[src/rtl/timer_tima_if.sv]
// CPU register bus between the FF04..FF07 decode and the timer block.
// The CPU side drives address/strobes/data; the timer returns read data and its bus enable.
interface timer_tima_if;
  logic       ff04_ff07;
  logic [1:0] a;
  logic       cpu_wr;
  logic       cpu_rd;
  logic [7:0] d_in;
  logic [7:0] d_out;
  logic       d_oe;

  modport master (
    output ff04_ff07, a, cpu_wr, cpu_rd, d_in,
    input  d_out, d_oe
  );

  modport slave (
    input  ff04_ff07, a, cpu_wr, cpu_rd, d_in,
    output d_out, d_oe
  );
endinterface

[src/rtl/timer_tima.sv]
// DMG timer: TIMA/TMA/TAC registers, divider-tap edge counter and delayed overflow reload.
// Define TIMER_TAC_GLITCH_EN to let TAC writes produce the hardware's spurious tick.
module timer_tima #(
  parameter int unsigned RELOAD_DELAY = 4
) (
  input  logic         clk,
  input  logic         nreset,
  input  logic         tap_4096,
  input  logic         tap_262144,
  input  logic         tap_65536,
  input  logic         tap_16384,
  timer_tima_if.slave  bus,
  output logic         int_timer,
  output logic [7:0]   tima_q
);

  logic [7:0] tima_d;
  logic [7:0] tma_q, tma_d;
  logic [2:0] tac_q, tac_d;
  logic [3:0] cnt_q, cnt_d;
  logic       sig_q, sig_d;
  logic       int_q, int_d;

  logic [3:0] taps;
  logic       sig;
  logic       tick;
  logic       wr, wr_tima, wr_tma, wr_tac;

  assign taps    = {tap_16384, tap_65536, tap_262144, tap_4096};
  assign sig     = tac_q[2] & taps[tac_q[1:0]];
  assign tick    = sig_q & ~sig;

  assign wr      = bus.cpu_wr & bus.ff04_ff07;
  assign wr_tima = wr & (bus.a == 2'd1);
  assign wr_tma  = wr & (bus.a == 2'd2);
  assign wr_tac  = wr & (bus.a == 2'd3);

`ifdef TIMER_TAC_GLITCH_EN
  assign sig_d = sig;
`else
  // Pre-load the edge detector with the post-write level so a TAC write never ticks.
  logic sig_new;
  assign sig_new = bus.d_in[2] & taps[bus.d_in[1:0]];
  assign sig_d   = wr_tac ? sig_new : sig;
`endif

  always_comb begin
    tima_d = tima_q;
    tma_d  = tma_q;
    tac_d  = tac_q;
    cnt_d  = cnt_q;
    int_d  = 1'b0;

    if (cnt_q != 4'd0) begin
      cnt_d = cnt_q - 4'd1;
    end

    if (tick) begin
      if (tima_q == 8'hff) begin
        tima_d = 8'h00;
        cnt_d  = 4'(RELOAD_DELAY);
      end else begin
        tima_d = tima_q + 8'd1;
      end
    end

    if (wr_tma) begin
      tma_d = bus.d_in;
    end
    if (wr_tac) begin
      tac_d = bus.d_in[2:0];
    end

    // The reload edge takes priority over a TIMA write; a same-edge TMA write passes through.
    if (cnt_q == 4'd1) begin
      tima_d = wr_tma ? bus.d_in : tma_q;
      int_d  = 1'b1;
      cnt_d  = 4'd0;
    end else if (wr_tima) begin
      tima_d = bus.d_in;
      cnt_d  = 4'd0;
    end
  end

  always_ff @(posedge clk or negedge nreset) begin
    if (!nreset) begin
      tima_q <= 8'h00;
      tma_q  <= 8'h00;
      tac_q  <= 3'b000;
      cnt_q  <= 4'd0;
      sig_q  <= 1'b0;
      int_q  <= 1'b0;
    end else begin
      tima_q <= tima_d;
      tma_q  <= tma_d;
      tac_q  <= tac_d;
      cnt_q  <= cnt_d;
      sig_q  <= sig_d;
      int_q  <= int_d;
    end
  end

  assign int_timer = int_q;

  always_comb begin
    bus.d_oe  = 1'b0;
    bus.d_out = 8'h00;
    if (bus.cpu_rd && bus.ff04_ff07 && (bus.a != 2'd0)) begin
      bus.d_oe = 1'b1;
      case (bus.a)
        2'd1:    bus.d_out = tima_q;
        2'd2:    bus.d_out = tma_q;
        default: bus.d_out = {5'b11111, tac_q};
      endcase
    end
  end

endmodule

[src/flat_wrapper.sv]
// flat-port wrapper written by rule: the top's interface ports become plain ports
module timer_tima_flat 
#(
  parameter int unsigned RELOAD_DELAY = 4
)
  (clk, nreset, tap_4096, tap_262144, tap_65536, tap_16384, int_timer, tima_q, bus_ff04_ff07, bus_a, bus_cpu_wr, bus_cpu_rd, bus_d_in, bus_d_out, bus_d_oe);
  timer_tima_if bus_i ();
  input  logic clk;
  input  logic nreset;
  input  logic tap_4096;
  input  logic tap_262144;
  input  logic tap_65536;
  input  logic tap_16384;
  output logic int_timer;
  output logic [7:0] tima_q;
  input wire logic [$bits(bus_i.ff04_ff07)-1:0] bus_ff04_ff07;
  input wire logic [$bits(bus_i.a)-1:0] bus_a;
  input wire logic [$bits(bus_i.cpu_wr)-1:0] bus_cpu_wr;
  input wire logic [$bits(bus_i.cpu_rd)-1:0] bus_cpu_rd;
  input wire logic [$bits(bus_i.d_in)-1:0] bus_d_in;
  output wire logic [$bits(bus_i.d_out)-1:0] bus_d_out;
  output wire logic [$bits(bus_i.d_oe)-1:0] bus_d_oe;
  assign bus_i.ff04_ff07 = bus_ff04_ff07;
  assign bus_i.a = bus_a;
  assign bus_i.cpu_wr = bus_cpu_wr;
  assign bus_i.cpu_rd = bus_cpu_rd;
  assign bus_i.d_in = bus_d_in;
  assign bus_d_out = bus_i.d_out;
  assign bus_d_oe = bus_i.d_oe;
  timer_tima #(.RELOAD_DELAY(RELOAD_DELAY)) u_core (.clk(clk), .nreset(nreset), .tap_4096(tap_4096), .tap_262144(tap_262144), .tap_65536(tap_65536), .tap_16384(tap_16384), .bus(bus_i), .int_timer(int_timer), .tima_q(tima_q));
endmodule
[config.mk]
export PLATFORM = sky130hd
export DESIGN_NAME = timer_tima_flat
export DESIGN_NICKNAME = d
export VERILOG_FILES = /design/src/rtl/timer_tima_if.sv /design/src/rtl/timer_tima.sv /design/src/flat_wrapper.sv
export SDC_FILE = /design/constraint.sdc
export NUM_CORES = 1
export LEC_CHECK = 0
export BUFFER_PORTS_ARGS = -buffer_cell sky130_fd_sc_hd__buf_2
export CORE_MARGIN = 2
export CORE_UTILIZATION = 54
export DETAILED_ROUTE_END_ITERATION = 6
export PLACE_DENSITY = 0.86
export SETUP_SLACK_MARGIN = 0.5
export SKIP_CTS_REPAIR_TIMING = 1
export SLEW_MARGIN = 20
export SYNTH_ARGS = -nofsm -noshare
export SYNTH_HDL_FRONTEND = slang
export SYNTH_SLANG_ARGS = --single-unit
[constraint.sdc]
create_clock -name clk -period 2.25 [get_ports clk]
set_input_delay 0.45 -clock clk [delete_from_list [all_inputs] [get_ports clk]]
set_output_delay 0.45 -clock clk [all_outputs]
set_load 0.1 [all_outputs]
==> results of run 1 <==
==> worst paths after layout <==
check | start | depth (start not counted) | endpoint | slack [ps]
min reg2reg | u_core.tma_q[6]$_DFF_PN0_ | 1 | u_core.tma_q[6]$_DFF_PN0_ | 550
max | bus_a[0] | 7 | bus_d_out[2] | 280
max reg2reg | u_core.cnt_q[1]$_DFF_PN0_ | 6 | u_core.tima_q[5]$_DFFE_PN0P_ | 290
min in group clk | bus_d_in[5] | 2 | u_core.tma_q[5]$_DFF_PN0_ | 390
min | nreset | 1 | u_core.tac_q[1]$_DFFE_PN0P_ | 100
max in group asynchronous | nreset | 1 | u_core.tima_q[1]$_DFFE_PN0P_ | 1740
==> layer usage <==
layer,GRT usage [%],vias to the layer above,part of all wire [%]
met5,0,-,0
met4,7.62,0,4.4
met3,3.41,27,8.1
met2,47.8,121,52
met1,37.6,861,36
li1,-,774,-
==> worst reg2reg max path, stage by stage, from the launching register on <==
cell and delay, ps:
dfrtp_1 410, inv_2 100, ha_4 120, or3b_4 440, mux2i_4 260, a2111o_1 400
o221a_2 130
==> cells in the final DEF, fill, tap and decap left out, types with 6 or more instances in the layout <==
cell type,count
nand2_1,6
dfrtp_1,17
buf_12,11
buf_2,24
mux2_2,10
nand3_1,6
buf_4,15
a21oi_1,9
a22oi_1,8
nor2_1,8
==> stage by stage <==
stage / std cells / power (uW) / hold WS (ps) / worst slack, ps
2_1_floorplan: 174 / 2280 / 154 / -305
3_3_place_gp: 257 / 2630 / 463 / 22.6
3_5_place_dp: 257 / 2710 / 469 / -23.5
4_1_cts: 261 / 2910 / 114 / -36.1
5_1_grt: 271 / 3370 / 136 / 249
6_report: 271 / 3230 / 98.1 / 277
==> logic make-up (layout without fill, tap and decap cells) <==
| family | Yosys count | count (layout) | share of synthesized area [%] |
|---|---|---|---|
| compound gates | 57 | 57 | 24.6 |
| fa+ha+maj | 8 | 8 | 5.84 |
| simple gates | 52 | 52 | 16.6 |
| mux | 14 | 14 | 10.4 |
| flops | 25 | 25 | 36.5 |
| xor+xnor | 3 | 3 | 1.53 |
| buf+inv | 15 | 68 | 4.59 |
==> area by class of cell <==
type | count | area share [%]
clock buffers | 4 | 1.03
inverters | 7 | 2.02
multi-input cells | 134 | 48.8
flip-flops and latches | 25 | 25.3
well taps | 44 | 2.16
repair buffers | 57 | 20.7
==> registers in the layout, indices dropped and copies added, names as in the netlist <==
signal / cells
u_core.cnt_q: 4
u_core.tima_q: 8
u_core.tma_q: 8
u_core.int_timer: 1
u_core.sig_q: 1
u_core.tac_q: 3
==> power groups by stage <==
| stage | clock (uW) | sequential (uW) | combinational, uW |
|---|---|---|---|
| floorplan | 0 | 1340 | 939 |
| global placement | 0 | 844 | 1790 |
| detailed placement | 0 | 865 | 1850 |
| CTS | 199 | 855 | 1860 |
| global route | 221 | 895 | 2260 |
| finish | 200 | 879 | 2150 |
==> results.toml, run 1 <==
[clock_network]
clock_latency_ps = 320
path_clk_slew_ps = 130
cts_buffers = 3
cts_tree = "built"
root_buffer = "clkbuf_4"
h-tree-depth = 1
clock_path_buffers = 2
clock_sinks = 25

[pwr]
powerDensity_nw_per_um2 = 1270
pwr-share-clk_pct = 6.2
combPwrFrac_pct = 66.5
swShare_pct = 54.3
power.internal_uw = 1480
power.switching_uw = 1750
seqPwrFrac_pct = 27.3
peakVddDrop_mv = 1.02
p_leak_uw = 0.00104

[critical_path]
start_kind = "input pin"
path_delay_family = "buffers and inverters"
cpPeakStageDelay_ps = 210
critPathCaptureType = "output port"
crit_fanout = 5
crit_slowest_cell = "buf_12"
cp_num_buf_inv = 4
required_ps = 1800
crit_top_cell = "buf_12"
path_cells = "buf_12 -> inv_8 -> ha_4 -> nand3b_1 -> buf_6 -> a211oi_4 -> buf_12"
worstPathArrival_ps = 1520
criticalPathCategory = "input pin to output port"

[synth]
synthTopCellsByArea = "dfrtp_1 36%, mux2_2 6.6%, ha_1 5.8%"
synth.ff_latch_count = 25
ys_types = 47
syn_nets = 201
syn_inst = 174
async_flop_share_pct = 100
syn_avg_cell_area_um2 = 9.86
synth_top_area_share_pct = 36.5
synth_flop_cell = "dfrtp_1"
yosysTopAreaCell = "dfrtp_1"
synthesis.area_um2 = 1720
ys_seq_area_share_pct = 36.5
synth_edf_count = 0
yosysWarnings = 0
synth.most_common_cell = "dfrtp_1"
netlist_top_cells_count = "25 x dfrtp_1, 14 x a21oi_1, 10 x mux2_2"

[routing]
vias = 1783
drt-initial-drc-count = 142
finalWirelength_um = 5610
drc = 0
first_pass_iters = 4
routed_via_density = 6.58
detail-route-antenna-nets = 0
drt-wirelength-per-cell_um = 20.7

[cells_and_area]
fillers = 169
regArea_um2 = 643
antenna_cells = 0
drive_gt1_share_pct = 53.3
area_growth_pct = 48.4
fin_nets = 255
multi_input_area_um2 = 1240
fin_area_um2 = 2540
finalCoreUtilization_pct = 84.0

[timing]
fmax_ghz = 0.507
slew_viol_final = 0
fin_setup_tns_ps = 0
fin_skew_ps = 3.35
rsz0062_at_grt = "yes"
hold_viol_final = 0
worstMarginPinSlew_ps = 553
setup_viol = 0
post-route-period-util_pct = 87.7
period_needed_ps = 1970
relSlewSlack_pct = 63.2

[die]
die_h_um = 60.4
core.rowCount = 20
die_area_um2 = 3640
dieWidth_um = 60.4
io_pins = 37
coreArea_um2 = 3030
start_util_pct = 56.7

[place]
gp_congestion = 0.898
dp_hpwl_um = 3540
port_buffers = 36
placed_cell_area_um2 = 2270

[job]
drv_cap = 0

[hold_path]
worstHoldPathType = "input pin to asynchronous set/reset pin"

[global_route]
grt_start_max_net_pins = 26
antenna_found_initial = 0
track_usage_pct = 27.9
grt_pass1_vias = 1616
grt_pass1_wl_um = 7570
grt.overflow.total = 0

[run_status]
status = "finished clean"
No activity file was read; power rests on OpenSTA's default activity.
==> run 2, diff against run 1 <==
CELL_PAD_IN_SITES_DETAIL_PLACEMENT = 1   (was unset)
CELL_PAD_IN_SITES_GLOBAL_PLACEMENT = 2   (was unset)
CORE_UTILIZATION = 33   (was 54)
PLACE_DENSITY = 0.85   (was 0.86)
SETUP_SLACK_MARGIN = unset   (was 0.5)
==> run 2 against run 1 <==
Against the previous run: first-iteration DRC count fell by 43%; worst setup slack worse by 180 ps; clock skew rose by 3.6 ps; final cell count is 7.0% higher; cell area is 8.1% lower; largest power group unchanged.
==> results.toml, run 2 (synthesis results as in run 1) <==
[global_route]
grt_start_max_net_pins = 26
antenna_found_initial = 0
busiest_layer = "met2"
grt_pass1_wl_um = 8490
use_met3_pct = 2.01
grt_use_met2_pct = 29.7
grt.overflow.total = 0
grt_pass1_vias = 1642
track_usage_pct = 18.0
use_met1_pct = 25.3

[routing]
drt-wirelength-per-cell_um = 17.4
routed_via_density = 5.48
drt-initial-drc-count = 81
detail-route-antenna-nets = 0
vias = 1590
finalWirelength_um = 5050
drc = 0
first_pass_iters = 4

[timing]
relSlewSlack_pct = 60.5
hold_viol_final = 0
post-route-period-util_pct = 95.8
fin_skew_ps = 6.97
fin_setup_tns_ps = 0
fmax_ghz = 0.464
period_needed_ps = 2150
rsz0062_at_grt = "no"
slew_viol_final = 0
setup_viol = 0
worstMarginPinSlew_ps = 593

[die]
dieWidth_um = 76.1
core.rowCount = 26
io_pins = 37
die_h_um = 76.1
coreArea_um2 = 5070
die_area_um2 = 5790
start_util_pct = 33.8

[pwr]
p_total_uw = 2930
p_leak_uw = 0.000984
powerDensity_nw_per_um2 = 1250
peakVddDrop_mv = 0.505

[clock_network]
clock_path_buffers = 2
cts_buffers = 3
root_buffer = "clkbuf_8"
h-tree-depth = 1
cts_tree = "built"
clock_latency_ps = 280
clock_sinks = 25
path_clk_slew_ps = 90

[cells_and_area]
fin_nets = 248
fillers = 596
largestRegisters = "u_core.tima_q (8), u_core.tma_q (8), u_core.cnt_q (4)"
layout_common_cells = "27 x buf_2, 21 x dfrtp_1, 13 x buf_4"
fin_area_um2 = 2340
finalCoreUtilization_pct = 46.1
antenna_cells = 0
drive_gt1_share_pct = 43.2
layout_commonest_cell = "buf_2"
area_growth_pct = 36.4
final_cells = 290

[critical_path]
worst-path-stages = 7
worstPathArrival_ps = 1700
start_kind = "input pin"
criticalPathCategory = "input pin to output port"
cp_num_buf_inv = 4
path_delay_family = "buffers and inverters"
cpPeakStageDelay_ps = 290
ff2ff_path_depth = 6
path_cells = "buf_2 -> inv_12 -> ha_1 -> buf_4 -> a22oi_1 -> a21oi_4 -> buf_12"
crit_fanout = 7
crit_slowest_cell = "a22oi_1"
critPathCaptureType = "output port"
required_ps = 1800

[run_status]
status = "finished clean"

[place]
gp_congestion = 0.843
dp.cells = 286
port_buffers = 36
placed_cell_area_um2 = 2290
dp_hpwl_um = 3910

[job]
drv_cap = 0

[hold_path]
worstHoldPathType = "input pin to asynchronous set/reset pin"
run 2: cell types whose count changed in the layout (fill, tap and decap cells not counted), sizes merged:
cell and delta:
clkbuf -2, buf -5
run 2: where the power goes:
part / leakage, uW / switching [uW] / internal, uW
logic: 0.000666 / 1250 / 596
registers: 0.000295 / 194 / 616
clock network: 0.0000228 / 150 / 127
total: 0.000984 / 1590 / 1340
run 2: area by class of cell:
cell class,count,area [um^2],area share [%]
multi-input cells,134,1090,46.7
repair buffers,50,433,18.5
clock buffers,4,45.0,1.93
inverters,7,51.3,2.19
flip-flops and latches,25,631,27.0
well taps,70,87.6,3.74
run 2: worst reg2reg max path, delay by kind of cell, from the launching register on:
family | cells | cell delay (ps)
DFF | 1 | 400
buffers and inverters | 1 | 110
adders and majority gates | 1 | 140
and+or+nand+nor | 1 | 460
AOI/OAI and AO/OA | 2 | 550
muxes | 1 | 240
run 2: worst paths after layout:
path / end / slack, ps / from
worst min register to register: u_core.tma_q[3]$_DFF_PN0_ / 520 / u_core.tma_q[3]$_DFF_PN0_
max in group asynchronous: u_core.tima_q[2]$_DFFE_PN0P_ / 1650 / nreset
worst max register to register: u_core.tima_q[5]$_DFFE_PN0P_ / 250 / u_core.cnt_q[1]$_DFF_PN0_
worst max-delay path: bus_d_out[5] / 100 / bus_a[1]
worst min-delay path: u_core.tma_q[6]$_DFF_PN0_ / 160 / nreset
min in group clk: u_core.tma_q[4]$_DFF_PN0_ / 430 / bus_d_in[4]
run 2: through the flow:
| stage | hold WS (ps) | setup WS [ps] |
|---|---|---|
| 3_5_place_dp | 492 | 72.9 |
| 6_report | 164 | 95.5 |
| 5_1_grt | 204 | 53.0 |
| 3_3_place_gp | 492 | 123 |
| 2_1_floorplan | 154 | -330 |
| 4_1_cts | 184 | 59.4 |
run 2: per-layer routing:
| layer | wire, um | vias to the layer above |
|---|---|---|
| met1 | 2440 | 797 |
| met4 | 67 | 0 |
| met2 | 2420 | 26 |
| li1 | - | 760 |
| met5 | 0 | - |
| met3 | 114 | 7 |
